File: src/rtl/memory.sv
// Memory-access pipeline stage: bus load/store sequencing and load-data alignment.
// Optional misaligned-access trap enabled by defining MISALIGN_CHECK_EN.
module memory #(
    parameter int XLEN      = 64,
    parameter int REG_IDX_W = 5
) (
    input  logic                 clk,
    input  logic                 reset,
    input  logic                 e_valid,
    input  logic [XLEN-1:0]      e_pc,
    input  logic [3:0]           e_mem_op,
    input  logic [XLEN-1:0]      e_addr,
    input  logic [XLEN-1:0]      e_wdata,
    input  logic [XLEN-1:0]      e_result,
    input  logic [REG_IDX_W-1:0] e_dst,
    input  logic                 e_regwrite,
    output logic                 stall_o,
    output logic                 dreq_valid,
    output logic [XLEN-1:0]      dreq_addr,
    output logic [2:0]           dreq_size,
    output logic [7:0]           dreq_strobe,
    output logic [XLEN-1:0]      dreq_data,
    input  logic                 dresp_addr_ok,
    input  logic                 dresp_data_ok,
    input  logic [XLEN-1:0]      dresp_data,
    output logic                 m_valid,
    output logic [XLEN-1:0]      m_pc,
    output logic [XLEN-1:0]      m_result,
    output logic [REG_IDX_W-1:0] m_dst,
    output logic                 m_regwrite
`ifdef MISALIGN_CHECK_EN
    ,
    output logic                 m_misalign
`endif
);

    localparam logic [3:0] OP_LB  = 4'h1;
    localparam logic [3:0] OP_LH  = 4'h2;
    localparam logic [3:0] OP_LW  = 4'h3;
    localparam logic [3:0] OP_LD  = 4'h4;
    localparam logic [3:0] OP_LBU = 4'h5;
    localparam logic [3:0] OP_LHU = 4'h6;
    localparam logic [3:0] OP_LWU = 4'h7;
    localparam logic [3:0] OP_SB  = 4'h8;
    localparam logic [3:0] OP_SH  = 4'h9;
    localparam logic [3:0] OP_SW  = 4'hA;
    localparam logic [3:0] OP_SD  = 4'hB;

    typedef enum logic [1:0] {
        IDLE,
        ACCESS,
        WAIT_DATA
    } state_e;

    function automatic logic [1:0] size_of(input logic [3:0] op);
        logic [1:0] s;
        case (op)
            OP_LH, OP_LHU, OP_SH: s = 2'd1;
            OP_LW, OP_LWU, OP_SW: s = 2'd2;
            OP_LD, OP_SD:         s = 2'd3;
            default:              s = 2'd0;
        endcase
        return s;
    endfunction

    state_e                 state_q, state_d;
    logic [3:0]             op_q, op_d;
    logic [XLEN-1:0]        addr_q, addr_d;
    logic [XLEN-1:0]        wdata_q, wdata_d;
    logic [XLEN-1:0]        pc_q, pc_d;
    logic [REG_IDX_W-1:0]   dst_q, dst_d;
    logic                   rw_q, rw_d;

    logic                   m_valid_q, m_valid_d;
    logic [XLEN-1:0]        m_pc_q, m_pc_d;
    logic [XLEN-1:0]        m_result_q, m_result_d;
    logic [REG_IDX_W-1:0]   m_dst_q, m_dst_d;
    logic                   m_rw_q, m_rw_d;

    logic                   e_load_w, e_store_w;
    logic                   q_load_w, q_store_w;
    logic [1:0]             q_size_w;
    logic [7:0]             base_mask_w;
    logic [XLEN-1:0]        ld_sh_w, ld_ext_w;
    logic                   in_access_w;

    assign e_load_w  = (e_mem_op >= OP_LB) && (e_mem_op <= OP_LWU);
    assign e_store_w = (e_mem_op >= OP_SB) && (e_mem_op <= OP_SD);
    assign q_load_w  = (op_q >= OP_LB) && (op_q <= OP_LWU);
    assign q_store_w = (op_q >= OP_SB) && (op_q <= OP_SD);
    assign q_size_w  = size_of(op_q);

`ifdef MISALIGN_CHECK_EN
    logic                   mis_w;
    logic [2:0]             amask_w;
    logic                   m_mis_q, m_mis_d;

    always_comb begin
        case (size_of(e_mem_op))
            2'd1:    amask_w = 3'b001;
            2'd2:    amask_w = 3'b011;
            2'd3:    amask_w = 3'b111;
            default: amask_w = 3'b000;
        endcase
    end

    assign mis_w      = (e_load_w || e_store_w) && |(e_addr[2:0] & amask_w);
    assign m_misalign = m_mis_q;
`endif

    always_comb begin
        case (q_size_w)
            2'd0:    base_mask_w = 8'h01;
            2'd1:    base_mask_w = 8'h03;
            2'd2:    base_mask_w = 8'h0F;
            default: base_mask_w = 8'hFF;
        endcase
    end

    // Lane select first, then extend; upper lanes shifted out read as zero.
    assign ld_sh_w = dresp_data >> {addr_q[2:0], 3'b000};

    always_comb begin
        case (op_q)
            OP_LB:   ld_ext_w = {{(XLEN-8){ld_sh_w[7]}}, ld_sh_w[7:0]};
            OP_LH:   ld_ext_w = {{(XLEN-16){ld_sh_w[15]}}, ld_sh_w[15:0]};
            OP_LW:   ld_ext_w = {{(XLEN-32){ld_sh_w[31]}}, ld_sh_w[31:0]};
            OP_LBU:  ld_ext_w = {{(XLEN-8){1'b0}}, ld_sh_w[7:0]};
            OP_LHU:  ld_ext_w = {{(XLEN-16){1'b0}}, ld_sh_w[15:0]};
            OP_LWU:  ld_ext_w = {{(XLEN-32){1'b0}}, ld_sh_w[31:0]};
            default: ld_ext_w = ld_sh_w;
        endcase
    end

    assign in_access_w = (state_q == ACCESS);
    assign stall_o     = (state_q != IDLE);
    assign dreq_valid  = in_access_w;
    assign dreq_addr   = in_access_w ? addr_q : '0;
    assign dreq_size   = in_access_w ? {1'b0, q_size_w} : 3'd0;
    assign dreq_strobe = (in_access_w && q_store_w) ?
                         (base_mask_w << addr_q[2:0]) : 8'h00;
    assign dreq_data   = (in_access_w && q_store_w) ?
                         (wdata_q << {addr_q[2:0], 3'b000}) : '0;

    assign m_valid    = m_valid_q;
    assign m_pc       = m_pc_q;
    assign m_result   = m_result_q;
    assign m_dst      = m_dst_q;
    assign m_regwrite = m_rw_q;

    always_comb begin
        state_d    = state_q;
        op_d       = op_q;
        addr_d     = addr_q;
        wdata_d    = wdata_q;
        pc_d       = pc_q;
        dst_d      = dst_q;
        rw_d       = rw_q;
        m_valid_d  = 1'b0;
        m_pc_d     = m_pc_q;
        m_result_d = m_result_q;
        m_dst_d    = m_dst_q;
        m_rw_d     = 1'b0;
`ifdef MISALIGN_CHECK_EN
        m_mis_d    = 1'b0;
`endif
        unique case (state_q)
            IDLE: begin
                if (e_valid) begin
                    if (!(e_load_w || e_store_w)) begin
                        m_valid_d  = 1'b1;
                        m_pc_d     = e_pc;
                        m_result_d = e_result;
                        m_dst_d    = e_dst;
                        m_rw_d     = e_regwrite;
`ifdef MISALIGN_CHECK_EN
                    end else if (mis_w) begin
                        m_valid_d  = 1'b1;
                        m_pc_d     = e_pc;
                        m_result_d = e_addr;
                        m_dst_d    = e_dst;
                        m_mis_d    = 1'b1;
`endif
                    end else begin
                        op_d    = e_mem_op;
                        addr_d  = e_addr;
                        wdata_d = e_wdata;
                        pc_d    = e_pc;
                        dst_d   = e_dst;
                        rw_d    = e_regwrite;
                        state_d = ACCESS;
                    end
                end
            end
            ACCESS: begin
                if (dresp_addr_ok) begin
                    state_d = dresp_data_ok ? IDLE : WAIT_DATA;
                end
            end
            WAIT_DATA: begin
                if (dresp_data_ok) begin
                    state_d = IDLE;
                end
            end
            default: state_d = IDLE;
        endcase

        // Retire the captured access on the edge that leaves the bus states.
        if (state_q != IDLE && state_d == IDLE) begin
            m_valid_d  = 1'b1;
            m_pc_d     = pc_q;
            m_dst_d    = dst_q;
            m_result_d = q_load_w ? ld_ext_w : '0;
            m_rw_d     = q_load_w && rw_q;
        end
    end

    always_ff @(posedge clk) begin
        if (reset) begin
            state_q    <= IDLE;
            op_q       <= '0;
            addr_q     <= '0;
            wdata_q    <= '0;
            pc_q       <= '0;
            dst_q      <= '0;
            rw_q       <= 1'b0;
            m_valid_q  <= 1'b0;
            m_pc_q     <= '0;
            m_result_q <= '0;
            m_dst_q    <= '0;
            m_rw_q     <= 1'b0;
        end else begin
            state_q    <= state_d;
            op_q       <= op_d;
            addr_q     <= addr_d;
            wdata_q    <= wdata_d;
            pc_q       <= pc_d;
            dst_q      <= dst_d;
            rw_q       <= rw_d;
            m_valid_q  <= m_valid_d;
            m_pc_q     <= m_pc_d;
            m_result_q <= m_result_d;
            m_dst_q    <= m_dst_d;
            m_rw_q     <= m_rw_d;
        end
    end

`ifdef MISALIGN_CHECK_EN
    always_ff @(posedge clk) begin
        if (reset) begin
            m_mis_q <= 1'b0;
        end else begin
            m_mis_q <= m_mis_d;
        end
    end
`endif

endmodule

File: config.mk
export PLATFORM = sky130hd
export DESIGN_NAME = memory
export DESIGN_NICKNAME = d
export VERILOG_FILES = /design/src/rtl/memory.sv
export SDC_FILE = /design/constraint.sdc
export NUM_CORES = 1
export LEC_CHECK = 0
export ABC_AREA = 1
export CAP_MARGIN = 30
export CORE_AREA = 2 2 236 238
export CTS_BUF_LIST = sky130_fd_sc_hd__clkbuf_8
export DETAILED_ROUTE_END_ITERATION = 10
export DIE_AREA = 0 0 238 240
export DONT_BUFFER_PORTS = 1
export PLACE_DENSITY = 0.43
export SYNTH_ARGS = -nofsm -noshare
export SYNTH_HDL_FRONTEND = slang
export SYNTH_SLANG_ARGS = --single-unit
File: constraint.sdc
create_clock -name clk -period 2.71 [get_ports clk]
set_input_delay 0.271 -clock clk [delete_from_list [all_inputs] [get_ports clk]]
set_output_delay 0.271 -clock clk [all_outputs]
set_load 0.05 [all_outputs]
Word level (Yosys, flattened, before mapping)
Memories as Yosys holds them, arrays and structs flattened. A register that Yosys moved wholly into a read port is not among the register bits.
Index checks and enable logic that the tools add are counted.
- logic and storage cells: 86
- register bits: 339
- latch bits: 0
- bits in writable memories: 0
- ROM bits: 32
- memories: 1
- multiplexer cells: 35
- shift operators: 3
- $mul: 0
- bitwise operators: 0
- order comparisons: 8
- div/mod/pow operators: 0
- reduce and logical (&&, ||, !) cells: 16
- add/subtract/negate cells: 0
- equal/unequal tests: 11
- memory list (memory ; depth ; width ; read ports ; clocked after Yosys merged registers in ; wr ports ; line ; RTL):
    (name not given) ; 16 ; 2 ; 1 ; 1 ; 0 ; 57 ; case (op)
- operator list (operator ; number):
    $mux 64 ; 11
    $pmux 64 s6 ; 1
    $shl 64x6->64 ; 1
    $shr 64x6->64 ; 1
    $pmux 8 s3 ; 1
    $mux 5 ; 4
    $eq 4x3->1 const B ; 3
    $mux 2 ; 6
    $eq 4x2->1 const B ; 2
    $ge 4x1->1 const B ; 2
    $ge 4x4->1 const B ; 2
    $le 4x3->1 const B ; 2
    $le 4x4->1 const B ; 2
    $mux 1 ; 8
    $mux 4 ; 2
    $mux 8 ; 1
    $shl 8x3->8 ; 1
    $logic_and 1x1->1 ; 7
    $logic_not 2->1 ; 3
    $pmux 2 s3 ; 1
    $reduce_and 3->1 ; 2
    $reduce_bool 2->1 ; 3
    $eq 2x1->1 const B ; 2
    $eq 2x2->1 const B ; 2
    other kinds (3) ; 3

Longest topological paths before layout
- depth in word-level cells: 10
- mapped depth: 13
- mapped depth without buffers: 12

Worst setup path after synthesis
OpenSTA, ideal clock, no wires.
- kind: register to output
- start point: register state_q[0]
- end point: output dreq_data[0]
- arrival time: 3.076 ns
- stages on the path, launching flop included: 9
- path buffers: 0
- setup slack: -0.637 ns
- path through: dfxtp_1 inv_2 nor2_2 nand2_2 nor2_4 inv_2 nor2_1 inv_1 nor2_1
- word-level cells in the longest chain between the ends: 3
- ends and longest elaborated chain (item ; line ; RTL):
    start: declaration ; 66 ; state_e state_q, state_d;
    start signal: assignment ; 233 ; state_q <= state_d;
    $eq 2x1->1 ; 135 ; assign in_access_w = (state_q == ACCESS);
    named net dreq_valid ; 18 ; output logic dreq_valid,
    $logic_and 1x1->1 ; 142 ; assign dreq_data = (in_access_w && q_store_w) ?
    $mux 64 ; 142 ;
    end: declaration ; 22 ; output logic [XLEN-1:0] dreq_data,
The timed path passes the listed nets, and every way through them passes these cells.

Final worst setup path
- start point: register op_q[3]
- end point: output dreq_data[7]
- word-level cells in the longest chain between the ends: 4
- ends and longest elaborated chain (item ; line ; RTL):
    start: declaration ; 67 ; logic [3:0] op_q, op_d;
    start signal: assignment ; 234 ; op_q <= op_d;
    $ge 4x4->1 or $le 4x4->1 (tied branches) ; 90 ; assign q_store_w = (op_q >= OP_SB) && (op_q <= OP_SD);
    $logic_and 1x1->1 * ; 90 ;
    $logic_and 1x1->1 * ; 142 ;
    $mux 64 * ; 142 ;
Mark *: on every way between the ends. The rest lies on a longest branch, timed or not.

==> impl_metrics.yaml <==
status:
  status: "complete, no violations"
routing:
  route.antenna.remaining_nets: 0
  viasPerCell: 5.15
  vias: 19033
  drt_iter0_markers: 1368
  remaining_drc_errors: 0
  drtPass1Iterations: 5
  wl_per_cell_um: 20.4
  finalWirelength_mm: 75.2
critical_path:
  r2r_setup_slack_ns: 0.22
  timing.rr.start: "state_q[1]"
  critPathKind: "reg -> out"
  r2r-end: "m_pc[33]"
  cp_max_fo: 8
  end_kind: "output port"
  critPathArrivalTime_ns: 2.38
  crit_required_ns: 2.44
  r2r_cells: 10
  start_kind: "flop"
yosys:
  ys_seq_area_share_pct: 40.2
  synthesis.nets: 2894
  synth_warnings: 0
  netlist_area_mm2: 0.0170
  synth_edf_count: 0
  synth.distinct_cells: 45
  yosys.area.top_type_share_pct: 40.2
  syn_area_per_cell_um2: 6.63
  yosys-top-cells-area: "dfxtp_1 40%, o21ai_0 12%, nand2_1 12%"
  async_flop_share_pct: 0
  yosysTopAreaCell: "dfxtp_1"
  synth_cells: 2557
  ys_ff_latch: 341
  synthFlopType: "dfxtp_1"
timing:
  tightestPinTransition_ns: 0.683
  finClkSkew_ns: 0.0307
  clock.fmax_mhz: 378
  hold_violations: 0
  period_needed_ns: 2.65
  min_period_over_period_pct: 97.7
  setup_viol: 0
  slew_violations: 0
  tns_ns: 0
  slew-limit-headroom_pct: 54.5
  finalWorstSetupSlack_ns: 0.0634
  rsz0062_at_grt: "yes"
global_route:
  grt_pass1_vias: 18527
  antenna_found_initial: 8
  grt_pass1_wl_mm: 111
  grt_overflow_total: 0
  grtUsageTotal_pct: 25.0
  grt_max_degree: 156
cts:
  cts-root-buf: "clkbuf_8"
  cts_tree: "built"
  insertion_delay_ns: 0.65
  clk_pin_slew_ns: 0.06
  htree_levels: 3
  cts_sinks: 341
  clockBufferDepth: 3
  cts_inserted_buffers: 67
power_and_ir_drop:
  leakage_uw: 0.00970
  p_per_area_mw_per_mm2: 616
  ir_drop_v: 0.000355
floorplanning:
  dieArea_mm2: 0.0571
  die_w_um: 238
  fp.dieH_um: 240
  start_util_pct: 31.0
  rows: 86
  ios: 611
  coreArea_mm2: 0.0547
place:
  post-place-ws_ns: 0.414
  io_buffers: 0
  gp_congestion: 0.914
  hpwl_mm: 51.9
  placedCellCount: 3240
  dpl-instance-area_mm2: 0.0187
cells_and_area:
  area_delta_synth_final_pct: 38.7
  mostFrequentLayoutCells: "536 x nand2_1, 428 x nor2_1, 392 x o21ai_0"
  stdcell_area_mm2: 0.0235
  drive_gt1_share_pct: 13.3
  fin_nets: 3286
  fin_util_pct: 43.1
  layout.cells.non_filler: 3697
  final_common_cell: "nand2_1"
run:
  cap_violations: 0
worst_hold_path:
  worstHoldStart: "dresp_data[56]"
  min_path_type: "in -> reg"
  hold_end: "m_result[56]"
  whs_path_depth: 4
==> layer usage <==
| metal | vias up | global-route usage, % | part of all wire, % |
|---|---|---|---|
| li1 | 9172 | - | - |
| met1 | 9003 | 30.1 | 41 |
| met2 | 702 | 42.2 | 48 |
| met3 | 152 | 7.68 | 8.4 |
| met4 | 4 | 8.86 | 3.1 |
| met5 | - | 0 | 0.039 |
==> critical path, cell delays in order, from the launching register on <==
cell and delay, ns:
dfxtp_2 0.33, inv_2 0.07, nor2_4 0.14, nand2_4 0.07, nor2_4 0.23, clkinv_8 0.12
nor2_4 0.13, clkinvlp_4 0.26, nor2_2 0.22, buf_12 0.16
==> flip-flops by register name, summed over array words and instances, names as in the netlist <==
name        cells
dst_q           5
m_pc           64
m_dst           5
rw_q            1
q_size_w        2
m_regwrite      1
m_valid         1
op_q            4
addr_q         64
wdata_q        64
state_q         2
pc_q           64
m_result       64
==> Yosys cell counts (2+ instances only) <==
library cell	count
ha_1	2
inv_1	144
a21oi_1	156
o32ai_1	3
or2_1	5
o31ai_1	6
nand4_1	5
dfxtp_1	341
o22ai_1	10
nand2_1	538
o211ai_1	21
nand3_1	87
buf_1	12
nand3b_1	2
a32o_1	5
nor4_1	2
or2_2	15
o221ai_1	2
mux2i_1	3
nor2_4	3
inv_2	11
nand2_2	3
and2_1	8
nor2_1	438
o21ai_1	10
nor3_2	28
clkbuf_1	115
nor3_1	8
a221o_1	11
buf_4	7
buf_6	9
a31oi_1	53
clkinv_1	2
o21ai_0	411
nand2_4	3
nor2_2	3
a22oi_1	10
buf_2	58
==> cell type report <==
class | count | area (um2)
Clock buffer | 76 | 1050
Inverter | 158 | 633
Clock inverter | 31 | 161
Sequential cell | 341 | 6840
Antenna cell | 6 | 15.0
Multi-Input combinational cell | 1856 | 8780
Timing Repair inverter | 2 | 17.5
Fill cell | 5719 | 31100
Timing Repair Buffer | 523 | 5160
Tap cell | 704 | 881
==> worst max-delay path by stage <==
stage	startpoint	to	slack [ns]	cells after the start
global placement	op_q[3]	dreq_data[54]	0.45	8
detailed placement	op_q[3]	dreq_data[54]	0.41	8
CTS	addr_q[1]	dreq_data[32]	0.004	6
global route	op_q[3]	dreq_data[0]	-0.09	9
finish	op_q[3]	dreq_data[7]	0.06	9
floorplan	state_q[0]	dreq_data[52]	-0.12	7
==> logic make-up (layout without fill, tap and decap cells) <==
group / after synthesis / in the layout / synth area share [%]
fa+ha+maj: 2 / 2 / 0.148
other cells: 1 / 7 / 0.0221
mux: 3 / 3 / 0.177
simple gates: 1149 / 1149 / 28.1
compound gates: 701 / 701 / 22.3
flops: 341 / 341 / 40.2
buf+inv: 360 / 790 / 8.97
==> timing repair <==
item                                    CTS  global route
gates resized for setup                  15            35
hold buffers                            319             0
hold endpoints to repair                339             0
pin swaps                                 3             5
endpoints found under the setup margin   58            79
cloned                                    0             2
buffers inserted                          7            16
==> power by group <==
part           internal [uW]  switching, uW
Combinational           1160           2060
Sequential              5470            895
Clock                   2560           2350
==> stage by stage <==
stage,total power (uW),hold WS [ns]
final,14500,0.0649
after CTS,14600,0.0198
after global placement,9150,0.347
after detailed placement,9170,0.347
after floorplan,8320,0.420
after global routing,15300,0.0533
(Power assumes the default switching activity.)
